### src/rtl/spi_flash_arb_pkg.sv
// Shared types and constants for the SPI flash read arbiter.
package spi_flash_arb_pkg;

  localparam int ADDR_W = 24;
  localparam int DATA_W = 8;

  // Requester port indices; also the encoding of the grant/last_grant bits.
  localparam bit PORT_CPU = 1'b0;
  localparam bit PORT_DMA = 1'b1;

  // Watchdog limit in cycles from engine start to engine done.
  localparam int TIMEOUT_DEF = 4096;
  // Byte handed back to the requester when the engine never answers.
  localparam logic [DATA_W-1:0] FILL_BYTE_DEF = 8'hFF;

  typedef enum logic [1:0] {
    IDLE      = 2'd0,
    START     = 2'd1,
    WAIT_DONE = 2'd2,
    ACK       = 2'd3
  } arb_state_t;

endpackage

### src/rtl/rr_arbiter_2.sv
// Two-request round-robin arbiter. The grant is combinational from the
// request vector and the remembered last grant; the owner pulses update
// once a transaction has been served so fairness advances per completion,
// not per request.
module rr_arbiter_2
  import spi_flash_arb_pkg::*;
(
  input  logic       clk,
  input  logic       rst_n,
  input  logic [1:0] req,
  input  logic       update,
  input  logic       upd_port,
  output logic       gnt_valid,
  output logic       gnt_port
);

  logic last_grant;

  // Remember who was served last; reset favours the CPU on the first tie.
  always_ff @(posedge clk or negedge rst_n) begin
    if (!rst_n) begin
      last_grant <= PORT_DMA;
    end else if (update) begin
      last_grant <= upd_port;
    end
  end

  // Single request wins outright; on a tie the port not served last wins.
  always_comb begin
    gnt_valid = |req;
    gnt_port  = PORT_CPU;
    if (req == 2'b11) begin
      gnt_port = ~last_grant;
    end else if (req[1]) begin
      gnt_port = PORT_DMA;
    end
  end

endmodule

### src/rtl/spi_flash_arbiter.sv
// Shares the SPI flash byte-read engine between the 6809 CPU read path
// and the boot/shadow-copy DMA, one byte transaction at a time.
//
// state     | meaning
// ----------+----------------------------------------------------------
// IDLE      | no transaction; arbitrate and latch the winner's address
// START     | wait for the engine to go idle, then pulse o_ENG_START
// WAIT_DONE | wait for i_ENG_DONE or the watchdog to expire
// ACK       | one-cycle ACK to the granted port, advance round-robin
module spi_flash_arbiter
  import spi_flash_arb_pkg::*;
#(
  parameter int                TIMEOUT   = TIMEOUT_DEF,
  parameter logic [DATA_W-1:0] FILL_BYTE = FILL_BYTE_DEF
) (
  input  logic              clk,
  input  logic              i_RESET_N,
  input  logic              i_CPU_REQ,
  input  logic [ADDR_W-1:0] i_CPU_ADDR,
  output logic [DATA_W-1:0] o_CPU_DATA,
  output logic              o_CPU_ACK,
  output logic              o_CPU_READY,
  input  logic              i_DMA_REQ,
  input  logic [ADDR_W-1:0] i_DMA_ADDR,
  output logic [DATA_W-1:0] o_DMA_DATA,
  output logic              o_DMA_ACK,
  output logic              o_ENG_START,
  output logic [ADDR_W-1:0] o_ENG_ADDR,
  input  logic              i_ENG_BUSY,
  input  logic              i_ENG_DONE,
  input  logic [DATA_W-1:0] i_ENG_DATA,
  output logic              o_TIMEOUT
);

  localparam int               CNT_W    = $clog2(TIMEOUT);
  localparam logic [CNT_W-1:0] CNT_LAST = CNT_W'(TIMEOUT - 1);

  arb_state_t        state, state_nxt;
  logic              gnt_valid, gnt_port;
  logic              grant_port;
  logic              cpu_served;
  logic [CNT_W-1:0]  wd_cnt;
  logic              grant_load, start_fire, done_take, tmo_take, arb_update;
  logic [DATA_W-1:0] rd_byte;

  rr_arbiter_2 u_rr (
    .clk       (clk),
    .rst_n     (i_RESET_N),
    .req       ({i_DMA_REQ, i_CPU_REQ}),
    .update    (arb_update),
    .upd_port  (grant_port),
    .gnt_valid (gnt_valid),
    .gnt_port  (gnt_port)
  );

  // The CPU is held in wait states from its request until its own ACK.
  assign o_CPU_READY = ~(i_CPU_REQ & ~cpu_served);

  // A real engine byte always beats the watchdog in the same cycle.
  assign rd_byte = done_take ? i_ENG_DATA : FILL_BYTE;

  // State register.
  always_ff @(posedge clk or negedge i_RESET_N) begin
    if (!i_RESET_N) begin
      state <= IDLE;
    end else begin
      state <= state_nxt;
    end
  end

  // Next-state decode and single-cycle control strobes.
  always_comb begin
    state_nxt  = state;
    grant_load = 1'b0;
    start_fire = 1'b0;
    done_take  = 1'b0;
    tmo_take   = 1'b0;
    arb_update = 1'b0;
    case (state)
      IDLE: begin
        if (gnt_valid) begin
          grant_load = 1'b1;
          state_nxt  = START;
        end
      end
      START: begin
        if (!i_ENG_BUSY) begin
          start_fire = 1'b1;
          state_nxt  = WAIT_DONE;
        end
      end
      WAIT_DONE: begin
        if (i_ENG_DONE) begin
          done_take = 1'b1;
          state_nxt = ACK;
        end else if (wd_cnt == CNT_LAST) begin
          tmo_take  = 1'b1;
          state_nxt = ACK;
        end
      end
      ACK: begin
        arb_update = 1'b1;
        state_nxt  = IDLE;
      end
      default: state_nxt = IDLE;
    endcase
  end

  // Grant/address latch, engine start pulse, return data and ACK pulses.
  always_ff @(posedge clk or negedge i_RESET_N) begin
    if (!i_RESET_N) begin
      grant_port  <= PORT_CPU;
      o_ENG_ADDR  <= '0;
      o_ENG_START <= 1'b0;
      o_CPU_DATA  <= '0;
      o_DMA_DATA  <= '0;
      o_CPU_ACK   <= 1'b0;
      o_DMA_ACK   <= 1'b0;
      o_TIMEOUT   <= 1'b0;
    end else begin
      o_ENG_START <= start_fire;
      o_CPU_ACK   <= (done_take | tmo_take) & (grant_port == PORT_CPU);
      o_DMA_ACK   <= (done_take | tmo_take) & (grant_port == PORT_DMA);
      if (grant_load) begin
        grant_port <= gnt_port;
        o_ENG_ADDR <= (gnt_port == PORT_DMA) ? i_DMA_ADDR : i_CPU_ADDR;
      end
      if (done_take | tmo_take) begin
        if (grant_port == PORT_CPU) begin
          o_CPU_DATA <= rd_byte;
        end else begin
          o_DMA_DATA <= rd_byte;
        end
      end
      if (tmo_take) begin
        o_TIMEOUT <= 1'b1;
      end
    end
  end

  // Watchdog: holds at zero through the start-pulse cycle so the limit
  // counts whole cycles after the start, then saturates.
  always_ff @(posedge clk or negedge i_RESET_N) begin
    if (!i_RESET_N) begin
      wd_cnt <= '0;
    end else if (start_fire) begin
      wd_cnt <= '0;
    end else if (state == WAIT_DONE && !o_ENG_START && wd_cnt != '1) begin
      wd_cnt <= wd_cnt + 1'b1;
    end
  end

  // Remember that the current CPU request has been answered until it drops.
  always_ff @(posedge clk or negedge i_RESET_N) begin
    if (!i_RESET_N) begin
      cpu_served <= 1'b0;
    end else if ((done_take | tmo_take) && grant_port == PORT_CPU) begin
      cpu_served <= 1'b1;
    end else if (!i_CPU_REQ) begin
      cpu_served <= 1'b0;
    end
  end

endmodule
### config.mk
export PLATFORM = sky130hd
export DESIGN_NAME = spi_flash_arbiter
export DESIGN_NICKNAME = d
export VERILOG_FILES = /design/src/rtl/spi_flash_arb_pkg.sv /design/src/rtl/rr_arbiter_2.sv /design/src/rtl/spi_flash_arbiter.sv
export SDC_FILE = /design/constraint.sdc
export NUM_CORES = 1
export LEC_CHECK = 0
export CAP_MARGIN = 20
export CELL_PAD_IN_SITES_DETAIL_PLACEMENT = 1
export CELL_PAD_IN_SITES_GLOBAL_PLACEMENT = 2
export CORE_AREA = 2 2 101 103
export CTS_CLUSTER_SIZE = 25
export DETAILED_ROUTE_END_ITERATION = 12
export DIE_AREA = 0 0 103 105
export GPL_TIMING_DRIVEN = 0
export HOLD_SLACK_MARGIN = 0.08
export PLACE_DENSITY = 0.95
export SLEW_MARGIN = 5
export SYNTH_ARGS = -nofsm -noshare
export SYNTH_HDL_FRONTEND = slang
export SYNTH_SLANG_ARGS = --single-unit
### constraint.sdc
create_clock -name clk -period 5.2 [get_ports clk]
set_input_delay 1.04 -clock clk [delete_from_list [all_inputs] [get_ports clk]]
set_output_delay 1.04 -clock clk [all_outputs]
set_load 0.01 [all_outputs]
==> impl_metrics.yaml, run 1 <==
yosys:
  ys.flop_type: "dfrtp_1"
  synth_cell_type_count: 42
  syn_area_um2: 2780
  synth-edff-count: 0
  ys_ff_latch: 61
  synth_area_per_cell_um2: 11.4
  synth_warnings: 0
  async_flop_share_pct: 100
  synthesis.nets: 311
  ys_seq_area_share_pct: 54.9
  netlist_instances: 243
drt:
  drc: 0
  route.met3.wl_um: 577
  first_iter_violations: 26
  first_pass_iters: 4
  vias: 2389
  met1_length_um: 3190
  avgViaCountPerCell: 4.80
  routed_wl_um: 7540
  wl_per_cell_um: 15.1
  met2_length_um: 3630
  top_layer_used: "met4"
  drtAntennaViolNets: 0
cells_and_area:
  fin_area_um2: 4190
  drive_above_1_share_pct: 9.59
  area_growth_pct: 50.7
  diodes: 0
  nets: 428
  fin_cells: 498
timing:
  final.min_clock_period_ps: 3210
  hold_viol_final: 0
  min_period_over_period_pct: 61.7
  timing.setup.tns_ps: 0
  maxSlewHeadroom_pct: 48.1
  rsz0062_at_grt: "no"
  finalClockSkew_ps: 11.4
  fin_ws_ps: 1990
  drv_slew: 0
  setup_viol: 0
  fmax_ghz: 0.312
  tightestPinTransition_ps: 779
worst_setup_path:
  path_max_fanout: 5
  arrival_ps: 2170
  required_ps: 4160
  r2r_slack_ps: 2990
  cp-start-kind: "primary input"
  r2r-start: "state[0]"
  cp-endpoint: "o_CPU_READY"
  worst_r2r_path_depth: 7
  crit_start: "i_CPU_REQ"
  worstSetupPathType: "in2out"
  r2r-end: "wd_cnt[11]"
  end_kind: "output port"
power_and_ir_drop:
  vdd_drop_max_v: 0.000154
  power.leakage_nw: 1.78
  p_per_area_nw_per_um2: 497
  power.total_mw: 2.08
cts:
  cts_tree: "built"
  insertion_delay_ps: 340
  htree_levels: 3
  ctsHoldBuffers: 0
  clkTransAtPathRegs_ps: 70
  clock_path_buffers: 2
  cts_resized: 0
  cts_setup_buffers: 0
  cts_root_buffer: "clkbuf_8"
  cts_buffers: 9
  cts.sinks: 61
global_route:
  grt_pass1_wl_um: 12900
  grt_pass1_vias: 2612
  antenna_found_initial: 0
  grt_overflow: 0
  grt_max_degree: 62
  gr-usage-all-layers_pct: 15.2
hold_path:
  hold_path.class: "reg2reg"
floorplanning:
  row_count: 36
  io_pins: 107
  die_h_um: 105
  initial_core_util_pct: 28.9
  fp.dieW_um: 103
  core_region_area_um2: 9640
  die-area_um2: 10800
placement:
  place_inst: 482
  place_congestion: 0.761
  post-place-ws_ps: 1970
  placed_area_um2: 4010
  io_buffers: 106
  dp_hpwl_um: 5560
run_status:
  status: "complete, no violations"
run:
  maxCapViolations: 0
[placed cells by master, fill, tap and decap left out, types with 4 or more instances in the layout]
cell,n
buf_2,4
ha_1,6
o22a_1,16
nand4_1,5
clkbuf_1,7
nand3_1,4
o21ai_0,31
inv_1,4
a21oi_1,7
nand2_1,27
mux2i_1,24
clkbuf_8,10
clkdlybuf4s50_1,105
dfrtp_1,60
nor2_1,4
[stage by stage]
step / hold slack [ps] / utilization [%]
after CTS: 485 / 43.5
after detailed placement: 464 / 41.6
after global placement: 456 / 41.6
after floorplan: 445 / -
after global routing: 518 / 43.5
final: 480 / 43.5
[synth_stat cells (3+ instances only)]
master | instances | share of area, %
nand4_1 | 5 | 1.1
o22a_1 | 16 | 5.0
dfrtp_1 | 60 | 54
nand3_1 | 4 | 0.72
nand2_1 | 27 | 3.6
ha_1 | 6 | 2.7
nand2b_1 | 3 | 0.67
nor2_1 | 4 | 0.54
o21ai_0 | 31 | 5.6
o31ai_1 | 3 | 0.81
inv_1 | 4 | 0.54
buf_6 | 3 | 1.2
buf_2 | 4 | 0.72
a21oi_1 | 7 | 1.3
mux2i_1 | 24 | 8.6
or3_1 | 3 | 0.67
clkbuf_1 | 7 | 0.94
[cells by family after synthesis]
family / after synthesis / share of synthesized area (%)
AOI/OAI and AO/OA: 70 / 16.8
xor gates and xnor gates: 2 / 0.630
adders and majority gates: 6 / 2.70
buffers and inverters: 18 / 3.42
DFF: 61 / 54.9
muxes: 26 / 9.45
and+or+nand+nor: 60 / 12.1
[worst max-delay path: stages]
cell and delay, ps:
clkdlybuf4s50_1 480, nand2b_1 100, clkdlybuf4s50_1 540
[per-layer routing]
| metal | global-route usage, % | up-vias |
|---|---|---|
| met5 | 0 | - |
| met4 | 3.95 | 0 |
| met3 | 6.96 | 11 |
| met2 | 24.5 | 78 |
| met1 | 18.1 | 1170 |
| li1 | - | 1130 |
[area by class of cell]
cell class              count  area [µm²]
fillers                  1088        5450
multi-input cells         164        1160
repair buffers            106        1060
flip-flops and latches     61        1530
inverters                   4        15.0
well taps                 133         166
clock buffers              10         138
clock inverters             6        46.3
plain buffers              14        80.1
[power breakdown]
part | switching, mW | internal [mW]
combinational | 0.399 | 0.496
sequential | 0.125 | 0.669
clock | 0.205 | 0.189
total | 0.728 | 1.35
[worst min path at each step]
stage                              start             end  cells after the start
after global routing           o_TIMEOUT       o_TIMEOUT                      1
after CTS                     cpu_served      cpu_served                      1
after detailed placement      cpu_served      cpu_served                      1
after floorplan               cpu_served      cpu_served                      1
after global placement        cpu_served      cpu_served                      1
final                     o_ENG_ADDR[20]  o_ENG_ADDR[20]                      2
[flip-flops by register name, indices dropped and copies added (netlist names)]
register / flops
cpu_served: 1
o_CPU_DATA: 8
o_CPU_ACK: 1
o_DMA_ACK: 1
state: 2
o_ENG_ADDR: 24
o_TIMEOUT: 1
wd_cnt: 12
grant_port: 1
o_DMA_DATA: 8
o_ENG_START: 1
u_rr.last_grant: 1
Power figures use the tool's default switching activity.
==> inputs of run 2 (changes only) <==
CORE_AREA = 2 2 111 113   (was 2 2 101 103)
DIE_AREA = 0 0 113 115   (was 0 0 103 105)
PLACE_DENSITY = 0.87   (was 0.95)
clock period = 2.7 ns   (was 5.2 ns; I/O delays follow)
==> run 2 against run 1 <==
  * The flow now finishes with violations (design-rule violations)
  * Critical path depth did not move
  * Routed wire length rose by 4.8%
  * Via count did not move
  * Register-to-register slack got worse by 2500 ps
  * Sequential power rose by 91%
  * Critical endpoint unchanged
  * Largest power group unchanged
  * Highest routed layer unchanged
==> impl_metrics.yaml, run 2 (synthesis gave the netlist of run 1 again) <==
run_status:
  status: "complete, but fails checks"
  violations: "design-rule violations"
worst_setup_path:
  worst_path_dominant_cell_family: "buffers and inverters"
  crit_buf_inv: 2
  cpPeakStageDelay_ps: 540
  cp_slowest_cell: "clkdlybuf4s50_1"
  crit_top_cell: "clkdlybuf4s50_1"
  path_max_fanout: 5
  path_cells: "clkdlybuf4s50_1 > nand2b_1 > clkdlybuf4s50_1"
  end_kind: "output port"
  arrival_ps: 1670
  worstSetupPathType: "in2out"
  required_ps: 2160
  cp-start-kind: "primary input"
cells_and_area:
  largestRegisters: "o_ENG_ADDR x24, wd_cnt x12"
  final_core_util_pct: 36.6
  fin_area_um2: 4330
  nets: 428
  fillers: 1325
  layout_common_cells: "clkdlybuf4s50_1 (105), dfrtp_1 (60), o21ai_0 (31)"
  largest_reg_flops: 24
  layout_commonest_cell: "clkdlybuf4s50_1"
  area_growth_pct: 55.6
  top_register: "o_ENG_ADDR"
  diodes: 0
  fin_cells: 512
  drive_above_1_share_pct: 9.59
  multi_input_area_um2: 1160
  regArea_um2: 1530
drt:
  wl_per_cell_um: 15.4
  routed_wl_um: 7900
  avgViaCountPerCell: 4.67
  drc: 4
  first_pass_iters: 8
  first_iter_violations: 60
  drtAntennaViolNets: 0
  vias: 2389
placement:
  dp_hpwl_um: 5910
  placed_area_um2: 4020
  place_inst: 496
  place_congestion: 0.731
  io_buffers: 106
  post-place-ws_ps: 144
timing:
  setup_viol: 0
  rsz0062_at_grt: "no"
  hold_viol_final: 0
  finalClockSkew_ps: 6.86
  final.min_clock_period_ps: 2210
  maxSlewHeadroom_pct: 46.7
  fin_ws_ps: 494
  fmax_ghz: 0.453
  drv_slew: 0
  timing.setup.tns_ps: 0
  min_period_over_period_pct: 81.7
  tightestPinTransition_ps: 799
cts:
  htree_levels: 3
  cts.sinks: 61
  clkTransAtPathRegs_ps: 50
  ctsHoldBuffers: 0
  cts_buffers: 9
  cts_setup_buffers: 0
  cts_tree: "built"
  clock_path_buffers: 2
  cts_resized: 0
  cts_root_buffer: "clkbuf_16"
  insertion_delay_ps: 330
global_route:
  grt_pass1_vias: 2680
  grt_overflow: 0
  grt_pass1_wl_um: 13000
  grt_max_degree: 62
  gr-usage-all-layers_pct: 12.8
  antenna_found_initial: 0
floorplanning:
  fp.dieW_um: 113
  initial_core_util_pct: 23.5
  die_h_um: 115
  io_pins: 107
  row_count: 40
  die-area_um2: 13000
  core_region_area_um2: 11800
hold_path:
  hold_path.class: "in2async"
power_and_ir_drop:
  p_per_area_nw_per_um2: 1020
  power.leakage_nw: 1.84
  vdd_drop_max_v: 0.000328
run:
  maxCapViolations: 0
## run 2: cell count changes in the layout (fill, tap and decap cells not counted), sizes merged
| cell | previous run | this run |
|---|---|---|
| clkinv | 2 | 3 |
| bufinv | 0 | 1 |
| clkinvlp | 2 | 0 |
| clkbuf | 17 | 16 |
| inv | 6 | 7 |
## run 2: area by class of cell
type / count / area share (%)
clock inverter: 7 / 1.82
timing repair buffer: 106 / 24.5
tap: 147 / 4.25
multi-input combinational: 164 / 26.8
clock buffer: 9 / 5.20
sequential: 61 / 35.3
inverter: 4 / 0.347
buffer: 14 / 1.85
## run 2: final timing paths
path                           start        endpoint  slack [ps]  cells past startpoint
max                        i_CPU_REQ     o_CPU_READY         490                      3
min                        i_RESET_N       wd_cnt[5]         280                      1
max reg2reg                 state[0]      wd_cnt[11]         510                      7
min reg2reg                o_TIMEOUT       o_TIMEOUT         470                      1
max in group asynchronous  i_RESET_N  o_ENG_ADDR[21]        1870                      1
min in group clk           o_TIMEOUT       o_TIMEOUT         470                      1
## run 2: per-layer routing
layer | vias up | wire length [µm] | part of all wire, % | global-route usage, %
met1 | 1177 | 3210 | 41 | 14.4
met3 | 11 | 457 | 5.8 | 3.69
met5 | - | 0 | 0 | 0
met2 | 70 | 4090 | 52 | 22.7
met4 | 0 | 144 | 1.8 | 5.77
li1 | 1131 | - | - | -
## run 2: where the power goes
group / internal, mW / switching, mW
clock network: 0.725 / 0.438
registers: 1.29 / 0.233
logic: 0.956 / 0.775
total: 2.97 / 1.45
## run 2: through the flow
stage / total power, mW / hold WS, ps
3_5_place_dp: 3.30 / 465
6_report: 4.42 / 284
4_1_cts: 4.50 / 333
3_3_place_gp: 3.24 / 456
2_1_floorplan: 2.32 / 244
5_1_grt: 4.74 / 366
